<file path="config.mk">
export PLATFORM = sky130hd
export DESIGN_NAME = instr_loader
export DESIGN_NICKNAME = d
export VERILOG_FILES = /design/src/rtl/instr_loader.sv
export SDC_FILE = /design/constraint.sdc
export NUM_CORES = 1
export LEC_CHECK = 0
export CAP_MARGIN = 20
export CORE_MARGIN = 1.5
export CORE_UTILIZATION = 40
export DETAILED_ROUTE_END_ITERATION = 8
export PLACE_DENSITY = 0.68
export SYNTH_ARGS = -nofsm -noshare
export SYNTH_HDL_FRONTEND = slang
export SYNTH_SLANG_ARGS = --single-unit
export TNS_END_PERCENT = 30
</file>
<file path="constraint.sdc">
create_clock -name i_clk -period 2.55 [get_ports i_clk]
set_input_delay 0.3825 -clock i_clk [delete_from_list [all_inputs] [get_ports i_clk]]
set_output_delay 0.3825 -clock i_clk [all_outputs]
set_load 0.005 [all_outputs]
</file>
<file path="src/rtl/instr_loader.sv">
// Packs a byte stream into big-endian words and writes them to instruction memory.
// Define LOADER_HALT_DETECT_EN to end a load on HALT_WORD as well as on a full memory.
module instr_loader #(
  parameter int NBITS = 8,
  parameter int INST_BITS = 32,
  parameter int CELLS = 256,
  parameter logic [INST_BITS-1:0] HALT_WORD = 32'hFFFF_FFFF
) (
  input  logic                 i_clk,
  input  logic                 i_rst,
  input  logic                 i_start,
  input  logic [NBITS-1:0]     i_rx_data,
  input  logic                 i_rx_valid,
  output logic [INST_BITS-1:0] o_addr_wr,
  output logic [INST_BITS-1:0] o_data,
  output logic                 o_wr_en,
  output logic                 o_busy,
  output logic                 o_done,
  output logic                 o_overrun,
  output logic [INST_BITS-1:0] o_word_count
);

  localparam int MAX_WORDS = CELLS / 4;

`ifdef LOADER_HALT_DETECT_EN
  localparam bit HALT_EN = 1'b1;
`else
  localparam bit HALT_EN = 1'b0;
`endif

  typedef enum logic [1:0] {
    S_IDLE,
    S_RECV,
    S_WRITE,
    S_DONE
  } state_t;

  state_t               state_q, state_d;
  logic [1:0]           idx_q, idx_d;
  logic [INST_BITS-1:0] data_q, data_d;
  logic [INST_BITS-1:0] addr_q, addr_d;
  logic [INST_BITS-1:0] cnt_q, cnt_d;
  logic                 ovr_q, ovr_d;
  logic                 wr_en_q, wr_en_d;
  logic                 busy_q, busy_d;
  logic                 done_q, done_d;

  logic [INST_BITS-1:0] cnt_inc;
  logic                 halt_hit;
  logic                 last_word;

  assign cnt_inc   = cnt_q + INST_BITS'(1);
  assign halt_hit  = HALT_EN && (data_q == HALT_WORD);
  assign last_word = halt_hit || (cnt_inc == INST_BITS'(MAX_WORDS));

  always_comb begin
    state_d = state_q;
    idx_d   = idx_q;
    data_d  = data_q;
    addr_d  = addr_q;
    cnt_d   = cnt_q;
    ovr_d   = ovr_q;
    unique case (state_q)
      S_IDLE, S_DONE: begin
        if (i_start) begin
          idx_d   = 2'd0;
          addr_d  = '0;
          cnt_d   = '0;
          ovr_d   = 1'b0;
          state_d = S_RECV;
        end
      end
      S_RECV: begin
        if (i_rx_valid) begin
          unique case (idx_q)
            2'd0: data_d[4*NBITS-1 -: NBITS] = i_rx_data;
            2'd1: data_d[3*NBITS-1 -: NBITS] = i_rx_data;
            2'd2: data_d[2*NBITS-1 -: NBITS] = i_rx_data;
            2'd3: data_d[NBITS-1 -: NBITS]   = i_rx_data;
            default: ;
          endcase
          idx_d = idx_q + 2'd1;
          if (idx_q == 2'd3) begin
            state_d = S_WRITE;
          end
        end
      end
      S_WRITE: begin
        addr_d  = addr_q + INST_BITS'(4);
        cnt_d   = cnt_inc;
        // The UART cannot be stalled, so a byte landing here is lost.
        if (i_rx_valid) begin
          ovr_d = 1'b1;
        end
        state_d = last_word ? S_DONE : S_RECV;
      end
      default: state_d = S_IDLE;
    endcase
    wr_en_d = (state_d == S_WRITE);
    busy_d  = (state_d == S_RECV) || (state_d == S_WRITE);
    done_d  = (state_d == S_DONE);
  end

  always_ff @(posedge i_clk) begin
    if (i_rst) begin
      state_q <= S_IDLE;
      idx_q   <= 2'd0;
      data_q  <= '0;
      addr_q  <= '0;
      cnt_q   <= '0;
      ovr_q   <= 1'b0;
      wr_en_q <= 1'b0;
      busy_q  <= 1'b0;
      done_q  <= 1'b0;
    end else begin
      state_q <= state_d;
      idx_q   <= idx_d;
      data_q  <= data_d;
      addr_q  <= addr_d;
      cnt_q   <= cnt_d;
      ovr_q   <= ovr_d;
      wr_en_q <= wr_en_d;
      busy_q  <= busy_d;
      done_q  <= done_d;
    end
  end

  assign o_addr_wr    = addr_q;
  assign o_data       = data_q;
  assign o_wr_en      = wr_en_q;
  assign o_busy       = busy_q;
  assign o_done       = done_q;
  assign o_overrun    = ovr_q;
  assign o_word_count = cnt_q;

endmodule

</file>
==> results of run 1 <==
-- synthesized netlist by cell type (2+ instances only) --
| cell type | instances |
|---|---|
| sky130_fd_sc_hd__or3_1 | 7 |
| sky130_fd_sc_hd__ha_1 | 10 |
| sky130_fd_sc_hd__and3_1 | 7 |
| sky130_fd_sc_hd__o21ai_0 | 23 |
| sky130_fd_sc_hd__inv_1 | 14 |
| sky130_fd_sc_hd__buf_2 | 5 |
| sky130_fd_sc_hd__nor3b_1 | 2 |
| sky130_fd_sc_hd__buf_4 | 3 |
| sky130_fd_sc_hd__xnor2_1 | 14 |
| sky130_fd_sc_hd__nor3_2 | 2 |
| sky130_fd_sc_hd__a211oi_1 | 7 |
| sky130_fd_sc_hd__o31ai_1 | 3 |
| sky130_fd_sc_hd__nand3_1 | 32 |
| sky130_fd_sc_hd__nor3_1 | 14 |
| sky130_fd_sc_hd__o2111ai_1 | 2 |
| sky130_fd_sc_hd__a22oi_1 | 8 |
| sky130_fd_sc_hd__nand4_1 | 14 |
| sky130_fd_sc_hd__a311oi_1 | 8 |
| sky130_fd_sc_hd__nor4_1 | 6 |
| sky130_fd_sc_hd__nor3_4 | 3 |
| sky130_fd_sc_hd__clkbuf_1 | 26 |
| sky130_fd_sc_hd__nand2_1 | 59 |
| sky130_fd_sc_hd__or4_1 | 2 |
| sky130_fd_sc_hd__mux2i_1 | 25 |
| sky130_fd_sc_hd__dfxtp_1 | 102 |
| sky130_fd_sc_hd__nand3b_1 | 2 |
| sky130_fd_sc_hd__nor2b_1 | 4 |
| sky130_fd_sc_hd__nand2b_1 | 3 |
| sky130_fd_sc_hd__a31oi_1 | 4 |
| sky130_fd_sc_hd__and2_1 | 4 |
| sky130_fd_sc_hd__nand4_2 | 2 |
| sky130_fd_sc_hd__nor2_1 | 110 |
| sky130_fd_sc_hd__xor2_1 | 24 |
| sky130_fd_sc_hd__nand4_4 | 2 |
| sky130_fd_sc_hd__a21oi_1 | 40 |
| sky130_fd_sc_hd__and4_1 | 6 |
-- power groups by stage --
stage               Sequential (uW)  Combinational (uW)  Clock [uW]
floorplan                      1650                 109           0
global placement               1650                 194           0
detailed placement             1650                 198           0
CTS                            1610                 200        1480
global route                   1610                 220        1550
finish                         1610                 200        1450
-- stage by stage --
step	hold WS, ps	total power, uW	instance area (um^2)	setup TNS, ps
floorplan	453	1760	5060	0
global placement	442	1840	6830	-7.75
detailed placement	448	1850	6830	-467
CTS	405	3300	7220	-19.1
global route	417	3390	7240	-215
finish	417	3260	7240	0
-- cell usage in the layout, fill, tap and decap left out, types with 3 or more instances in the layout --
| master | n |
|---|---|
| sky130_fd_sc_hd__buf_12 | 4 |
| sky130_fd_sc_hd__or3_1 | 7 |
| sky130_fd_sc_hd__a31oi_1 | 4 |
| sky130_fd_sc_hd__o31ai_1 | 3 |
| sky130_fd_sc_hd__nor3_4 | 5 |
| sky130_fd_sc_hd__a311oi_1 | 8 |
| sky130_fd_sc_hd__a211oi_1 | 7 |
| sky130_fd_sc_hd__dfxtp_1 | 95 |
| sky130_fd_sc_hd__dfxtp_2 | 7 |
| sky130_fd_sc_hd__a21oi_1 | 40 |
| sky130_fd_sc_hd__and2_1 | 3 |
| sky130_fd_sc_hd__nand4_1 | 14 |
| sky130_fd_sc_hd__clkdlybuf4s50_1 | 108 |
| sky130_fd_sc_hd__a22oi_1 | 8 |
| sky130_fd_sc_hd__nand2b_1 | 3 |
| sky130_fd_sc_hd__o21ai_0 | 23 |
| sky130_fd_sc_hd__and4_1 | 6 |
| sky130_fd_sc_hd__buf_4 | 74 |
| sky130_fd_sc_hd__and3_1 | 6 |
| sky130_fd_sc_hd__ha_1 | 9 |
| sky130_fd_sc_hd__nor4_1 | 5 |
| sky130_fd_sc_hd__mux2i_1 | 25 |
| sky130_fd_sc_hd__nand2_1 | 59 |
| sky130_fd_sc_hd__nor3_1 | 12 |
| sky130_fd_sc_hd__nand4_4 | 3 |
| sky130_fd_sc_hd__clkbuf_16 | 9 |
| sky130_fd_sc_hd__nor2_1 | 109 |
| sky130_fd_sc_hd__nor2b_1 | 4 |
| sky130_fd_sc_hd__xnor2_1 | 14 |
| sky130_fd_sc_hd__inv_1 | 14 |
| sky130_fd_sc_hd__xor2_1 | 24 |
| sky130_fd_sc_hd__inv_8 | 3 |
| sky130_fd_sc_hd__nand3_1 | 30 |
-- final cells by class --
class                           instances  area [um^2]
Clock buffer                            9          225
Clock inverter                          7         88.8
Fill cell                            1100         4870
Inverter                               14         52.6
Multi-Input combinational cell        464         2880
Sequential cell                       102         2050
Tap cell                              168          210
Timing Repair Buffer                  188         1730
-- kinds of logic after synthesis --
kind of cell / synth area share, %
buf+inv: 4.11
xor+xnor: 6.62
fa+ha+maj: 2.49
flops: 40.6
simple gates: 28.5
compound gates: 12.6
mux: 4.98
other cells: 0.0746
-- final timing paths --
kind,slack [ps],cells after the start,from,to
setup / recovery,20,11,o_word_count[0]$_SDFFE_PP0P_,o_busy$_SDFF_PP0_
setup reg to reg,20,11,o_word_count[0]$_SDFFE_PP0P_,o_busy$_SDFF_PP0_
hold reg to reg,450,2,o_data[3]$_SDFFE_PP0P_,o_data[3]$_SDFFE_PP0P_
hold / removal,420,2,i_rst,o_data[10]$_SDFFE_PP0P_
-- critical path: stages (launching register included) --
cell                        delay [ps]
sky130_fd_sc_hd__dfxtp_2           340
sky130_fd_sc_hd__ha_4              160
sky130_fd_sc_hd__nand3_2            90
sky130_fd_sc_hd__nor3_4             50
sky130_fd_sc_hd__buf_4             130
sky130_fd_sc_hd__or3_1             310
sky130_fd_sc_hd__a2111o_1          410
sky130_fd_sc_hd__a2111oi_4         230
sky130_fd_sc_hd__nand3_2           140
sky130_fd_sc_hd__o21ai_2           180
sky130_fd_sc_hd__ha_1              240
sky130_fd_sc_hd__nor2b_1           130
-- metal layers --
layer	part of all wire (%)	global-route usage [%]	vias to the layer above
met3	3.9	4.16	33
met1	45	27.8	2416
li1	-	-	2487
met4	2.7	9.71	0
met5	0	0	-
met2	49	36.9	130
-- repair_timing --
action,4_1_cts,5_1_grt
endpoints found under the setup margin,4,4
setup buffers,3,0
pin swaps,5,4
gates resized for setup,10,7
-- registers in the layout (all words and copies together) (netlist names) --
register and cells:
idx_q 2, o_addr_wr 30, o_busy 1, o_data 32
o_done 1, o_overrun 1, o_word_count 32, o_wr_en 1
state_q 2
==> reports/qor.txt, run 1 <==
status -> finished clean
cts-stage hold buffer count -> 0
pin slew with the least headroom to its limit -> 581 ps
startpoint type of the worst setup path -> flip-flop
remaining global-route overflow -> 0
setup repair after global routing missed its margin -> true
maximum fanout along the worst path -> 3
Tightest Hold Check Type -> input port to flip-flop
cell internal pwr -> 2470 uW
CP endpoint kind -> flip-flop
violation count after the first detailed-routing iteration -> 330
count of final setup violators -> 0
clock sinks -> 102
Die Span Y -> 115 um
part of the total power dissipated in sequential elements -> 49.5%
area share of the largest cell type after synthesis -> 40.6%
Post-synth top flop -> sky130_fd_sc_hd__dfxtp_1
proportion of total power due to net switching -> 24.2%
maximum number of pins on one net before global-route repair -> 36
fraction of layout instances using a drive strength above 1 -> 16.5%
top achievable clock speed -> 0.396 GHz
total clock buffers created by CTS -> 9
Initial Utilization -> 41.5%
latest clock arrival within the worst-skew pair -> 360 ps
number of flops mapped to enable cells by yosys -> 0
post-synthesis average cell area -> 8.17 um^2
Synth cell types -> 52
core region area -> 0.0121 mm^2
synthesized flop and latch total -> 102
Final ANT Viol Nets -> 0
max-slew headroom at the worst pin -> 61.1%
via count of the first global-routing pass -> 4,832
final number of max-transition violations -> 0
maximum clock skew at final layout -> 5.45 ps
Logic pwr share -> 6.1%
warnings from Yosys -> 0
width of the die -> 115 um
clock tree from TritonCTS -> built
final hold violation count -> 0
cell count after placement -> 933
final period utilization -> 99.1%
post-detailed-placement half-perimeter wirelength -> 10.3 mm
Final min period -> 2530 ps
CTS root buffer -> sky130_fd_sc_hd__clkbuf_16
most area-hungry cell type in the Yosys netlist -> sky130_fd_sc_hd__dfxtp_1
proportion of register bits with asynchronous set or reset after synthesis -> 0%
antenna fix cells -> 0
total track usage -> 22.0%
Vias per Instance -> 5.32
utilization after layout -> 59.8%
number of nets in the final layout -> 801
leakage power -> 0.00286 uW
antenna violations before repair -> 0
P&R area growth vs syn -> 44.1%
number of iterations in the first detailed-routing pass -> 5
Max VDD drop -> 0.000349 V
total DRC errors in the routed layout -> 0
max-capacitance violation count -> 0
part of the total power dissipated in the clock network -> 44.4%
Layout Cells excl Fill -> 952
clock slew seen by the registers of the worst setup and hold paths -> 70 ps
post-synthesis sequential area ratio -> 40.6%
Worst EP arrival -> 2770 ps
P per Cell Area -> 450 mW/mm^2
count of pins on the block boundary -> 112
sw power -> 790 uW
GPL Wtd Cong -> 0.878
DP Worst Slack -> -236 ps
post-route setup slack -> 23.8 ps
quantity of I/O buffers inserted on ports -> 109
crit path kind -> flip-flop to flip-flop
data required time at the worst endpoint -> 2790 ps
std cell rows -> 40
cell area after synthesis -> 0.00503 mm^2
average routed wire per standard cell -> 15.0 um
wire length of the first global-routing pass -> 23.1 mm
Routed Wire Length -> 14.3 mm
H-tree depth -> 3
Post-Syn Instances -> 615
Die ar. -> 0.0133 mm^2
routed vias -> 5,066
maximum number of buffers from clock root to sink -> 2
dominant cells by area after synthesis -> sky130_fd_sc_hd__dfxtp_1 (41%), sky130_fd_sc_hd__nor2_1 (8.2%), sky130_fd_sc_hd__mux2i_1 (5.0%), sky130_fd_sc_hd__nand2_1 (4.4%), sky130_fd_sc_hd__xor2_1 (4.2%)
Power figures use the tool's default switching activity.
==> run 2, diff against run 1 <==
--- a/config.mk
+++ b/config.mk
@@ -12,2 +12,3 @@
 export PLACE_DENSITY = 0.68
+export SETUP_SLACK_MARGIN = 0.05
 export SYNTH_ARGS = -nofsm -noshare
--- a/constraint.sdc
+++ b/constraint.sdc
@@ -3,2 +3,2 @@
 set_output_delay 0.3825 -clock i_clk [all_outputs]
-set_load 0.005 [all_outputs]
+set_load 0.05 [all_outputs]
==> run 2 against run 1 <==
Compared with the run above:
- combinational power up 20%
- non-clock buffer count shrank 12
- largest power group unchanged
- sequential share of layout area is 0.90 points higher
- first-iteration DRC count down 17%
==> reports/qor.txt, run 2 (same netlist as run 1, synthesis figures left out) <==
crit path kind -> flip-flop to flip-flop
setup repair after global routing missed its margin -> true
final period utilization -> 97.5% (-1.6 points)
Vias per Instance -> 5.23 (-1.7%)
met1 usage in global routing -> 27.6% (-0.19 points)
CTS root buffer -> sky130_fd_sc_hd__clkbuf_16
total DRC errors in the routed layout -> 0 (unchanged)
post-route setup slack -> 64.7 ps (+40.9 ps)
quantity of I/O buffers inserted on ports -> 109 (unchanged)
leakage power -> 0.00279 uW (-2.5%)
maximum number of pins on one net before global-route repair -> 36 (unchanged)
antenna fix cells -> 0 (unchanged)
final hold violation count -> 0 (unchanged)
commonest cells after routing, fill and taps aside -> sky130_fd_sc_hd__clkdlybuf4s50_1 (108), sky130_fd_sc_hd__nor2_1 (107), sky130_fd_sc_hd__dfxtp_1 (75)
Die Span Y -> 115 um (unchanged)
post-detailed-placement half-perimeter wirelength -> 10.0 mm (-2.7%)
clock slew seen by the registers of the worst setup and hold paths -> 70 ps (about the same)
final number of max-transition violations -> 0 (unchanged)
remaining global-route overflow -> 0 (unchanged)
Layout Cells excl Fill -> 940 (-1.3%)
number of nets in the final layout -> 789 (-1.5%)
violation count after the first detailed-routing iteration -> 273 (-17%)
global routing usage on met2 -> 36.4% (-0.44 points)
H-tree depth -> 3 (unchanged)
pin slew with the least headroom to its limit -> 668 ps (+86.9 ps)
utilization after layout -> 59.9% (+0.062 points)
Routed Wire Length -> 13.8 mm (-3.6%)
fraction of layout instances using a drive strength above 1 -> 18.5% (+2.1 points)
Initial Utilization -> 41.5% (unchanged)
total track usage -> 21.4% (-0.61 points)
antenna violations before repair -> 0 (unchanged)
std cell rows -> 40 (unchanged)
Tightest Hold Check Type -> input port to flip-flop
cell count after placement -> 919 (-1.5%)
count of final setup violators -> 0 (unchanged)
status -> finished clean
CP endpoint kind -> flip-flop
routed vias -> 4,917 (-2.9%)
max-slew headroom at the worst pin -> 55.3% (-5.8 points)
latest clock arrival within the worst-skew pair -> 350 ps (about the same)
GPL Wtd Cong -> 0.868 (-1.1%)
routing layer with the top usage in global route -> met2
count of pins on the block boundary -> 112 (unchanged)
wire length of the first global-routing pass -> 22.7 mm (-1.9%)
met3 demand-to-capacity share in global routing -> 3.43% (-0.74 points)
Die ar. -> 0.0133 mm^2 (unchanged)
data required time at the worst endpoint -> 2790 ps (about the same)
clock sinks -> 102 (unchanged)
Max VDD drop -> 0.000310 V (-11%)
Final ANT Viol Nets -> 0 (unchanged)
max-capacitance violation count -> 0 (unchanged)
P&R area growth vs syn -> 44.3%
top achievable clock speed -> 0.402 GHz (+1.6%)
maximum clock skew at final layout -> 5.43 ps (-0.0207 ps)
total clock buffers created by CTS -> 9 (unchanged)
Final min period -> 2490 ps (-40.9 ps)
DP Worst Slack -> -70.3 ps (+165 ps)
core region area -> 0.0121 mm^2 (unchanged)
Worst EP arrival -> 2720 ps (-50 ps)
maximum number of buffers from clock root to sink -> 2 (unchanged)
P per Cell Area -> 453 mW/mm^2 (+0.64%)
Multi-input gate area -> 0.00292 mm^2 (+1.2%)
clock tree from TritonCTS -> built
startpoint type of the worst setup path -> flip-flop
register area -> 0.00212 mm^2 (+3.3%)
average routed wire per standard cell -> 14.7 um (-2.4%)
count of fill cells added during filler insertion -> 1,094 (-0.55%)
maximum fanout along the worst path -> 5 (+2)
Hold Slack -> 383 ps (-33.8 ps)
total negative slack for setup checks -> 0 ps (unchanged)
number of iterations in the first detailed-routing pass -> 4 (-1)
via count of the first global-routing pass -> 4,717 (-2.4%)
most frequent standard cell in the layout excluding fill and tap cells -> sky130_fd_sc_hd__clkdlybuf4s50_1
width of the die -> 115 um (unchanged)
cts-stage hold buffer count -> 0 (unchanged)
## run 2: worst paths after layout
kind	start	endpoint	slack, ps	depth (start not counted)
setup / recovery	o_word_count[1]$_SDFFE_PP0P_	o_busy$_SDFF_PP0_	60	10
hold / removal	i_rst	o_word_count[27]$_SDFFE_PP0P_	380	2
setup reg to reg	o_word_count[1]$_SDFFE_PP0P_	o_busy$_SDFF_PP0_	60	10
hold reg to reg	o_data[7]$_SDFFE_PP0P_	o_data[7]$_SDFFE_PP0P_	450	2
## run 2: power breakdown
part           internal [uW]  switching [uW]
sequential              1590            7.97
combinational           81.2             159
clock                    804             647
## run 2: what timing repair did
| action | in CTS | in global routing |
|---|---|---|
| pin swaps | 5 | 3 |
| hold endpoints to repair | 0 | 0 |
| setup buffers | 4 | 0 |
| resized for setup | 5 | 10 |
| endpoints found under the setup margin | 3 | 9 |
## run 2: routing by layer
layer | vias to the layer above | wire length (um)
met5 | - | 0
met4 | 0 | 213
met3 | 17 | 464
met2 | 94 | 6690
met1 | 2359 | 6420
li1 | 2447 | -
## run 2: critical path: stages (launching register included)
cell,delay [ps]
sky130_fd_sc_hd__dfxtp_4,380
sky130_fd_sc_hd__ha_4,140
sky130_fd_sc_hd__nand3_2,100
sky130_fd_sc_hd__nor3_4,260
sky130_fd_sc_hd__buf_6,160
sky130_fd_sc_hd__and4_1,200
sky130_fd_sc_hd__a31oi_1,80
sky130_fd_sc_hd__or4_4,540
sky130_fd_sc_hd__o21ai_2,150
sky130_fd_sc_hd__ha_1,240
sky130_fd_sc_hd__nor2b_1,120
## run 2: area by class of cell
class | instances | share of cell area (%)
Sequential cell | 102 | 29.2
Timing Repair Buffer | 176 | 22.6
Tap cell | 168 | 2.90
Clock inverter | 6 | 1.04
Inverter | 14 | 0.725
Multi-Input combinational cell | 464 | 40.3
Clock buffer | 10 | 3.30
## run 2: through the flow
stage / power (uW) / area [um^2]
2_1_floorplan: 1780 / 5190
3_3_place_gp: 1860 / 6810
3_5_place_dp: 1860 / 6810
4_1_cts: 3310 / 7180
5_1_grt: 3400 / 7250
6_report: 3290 / 7250
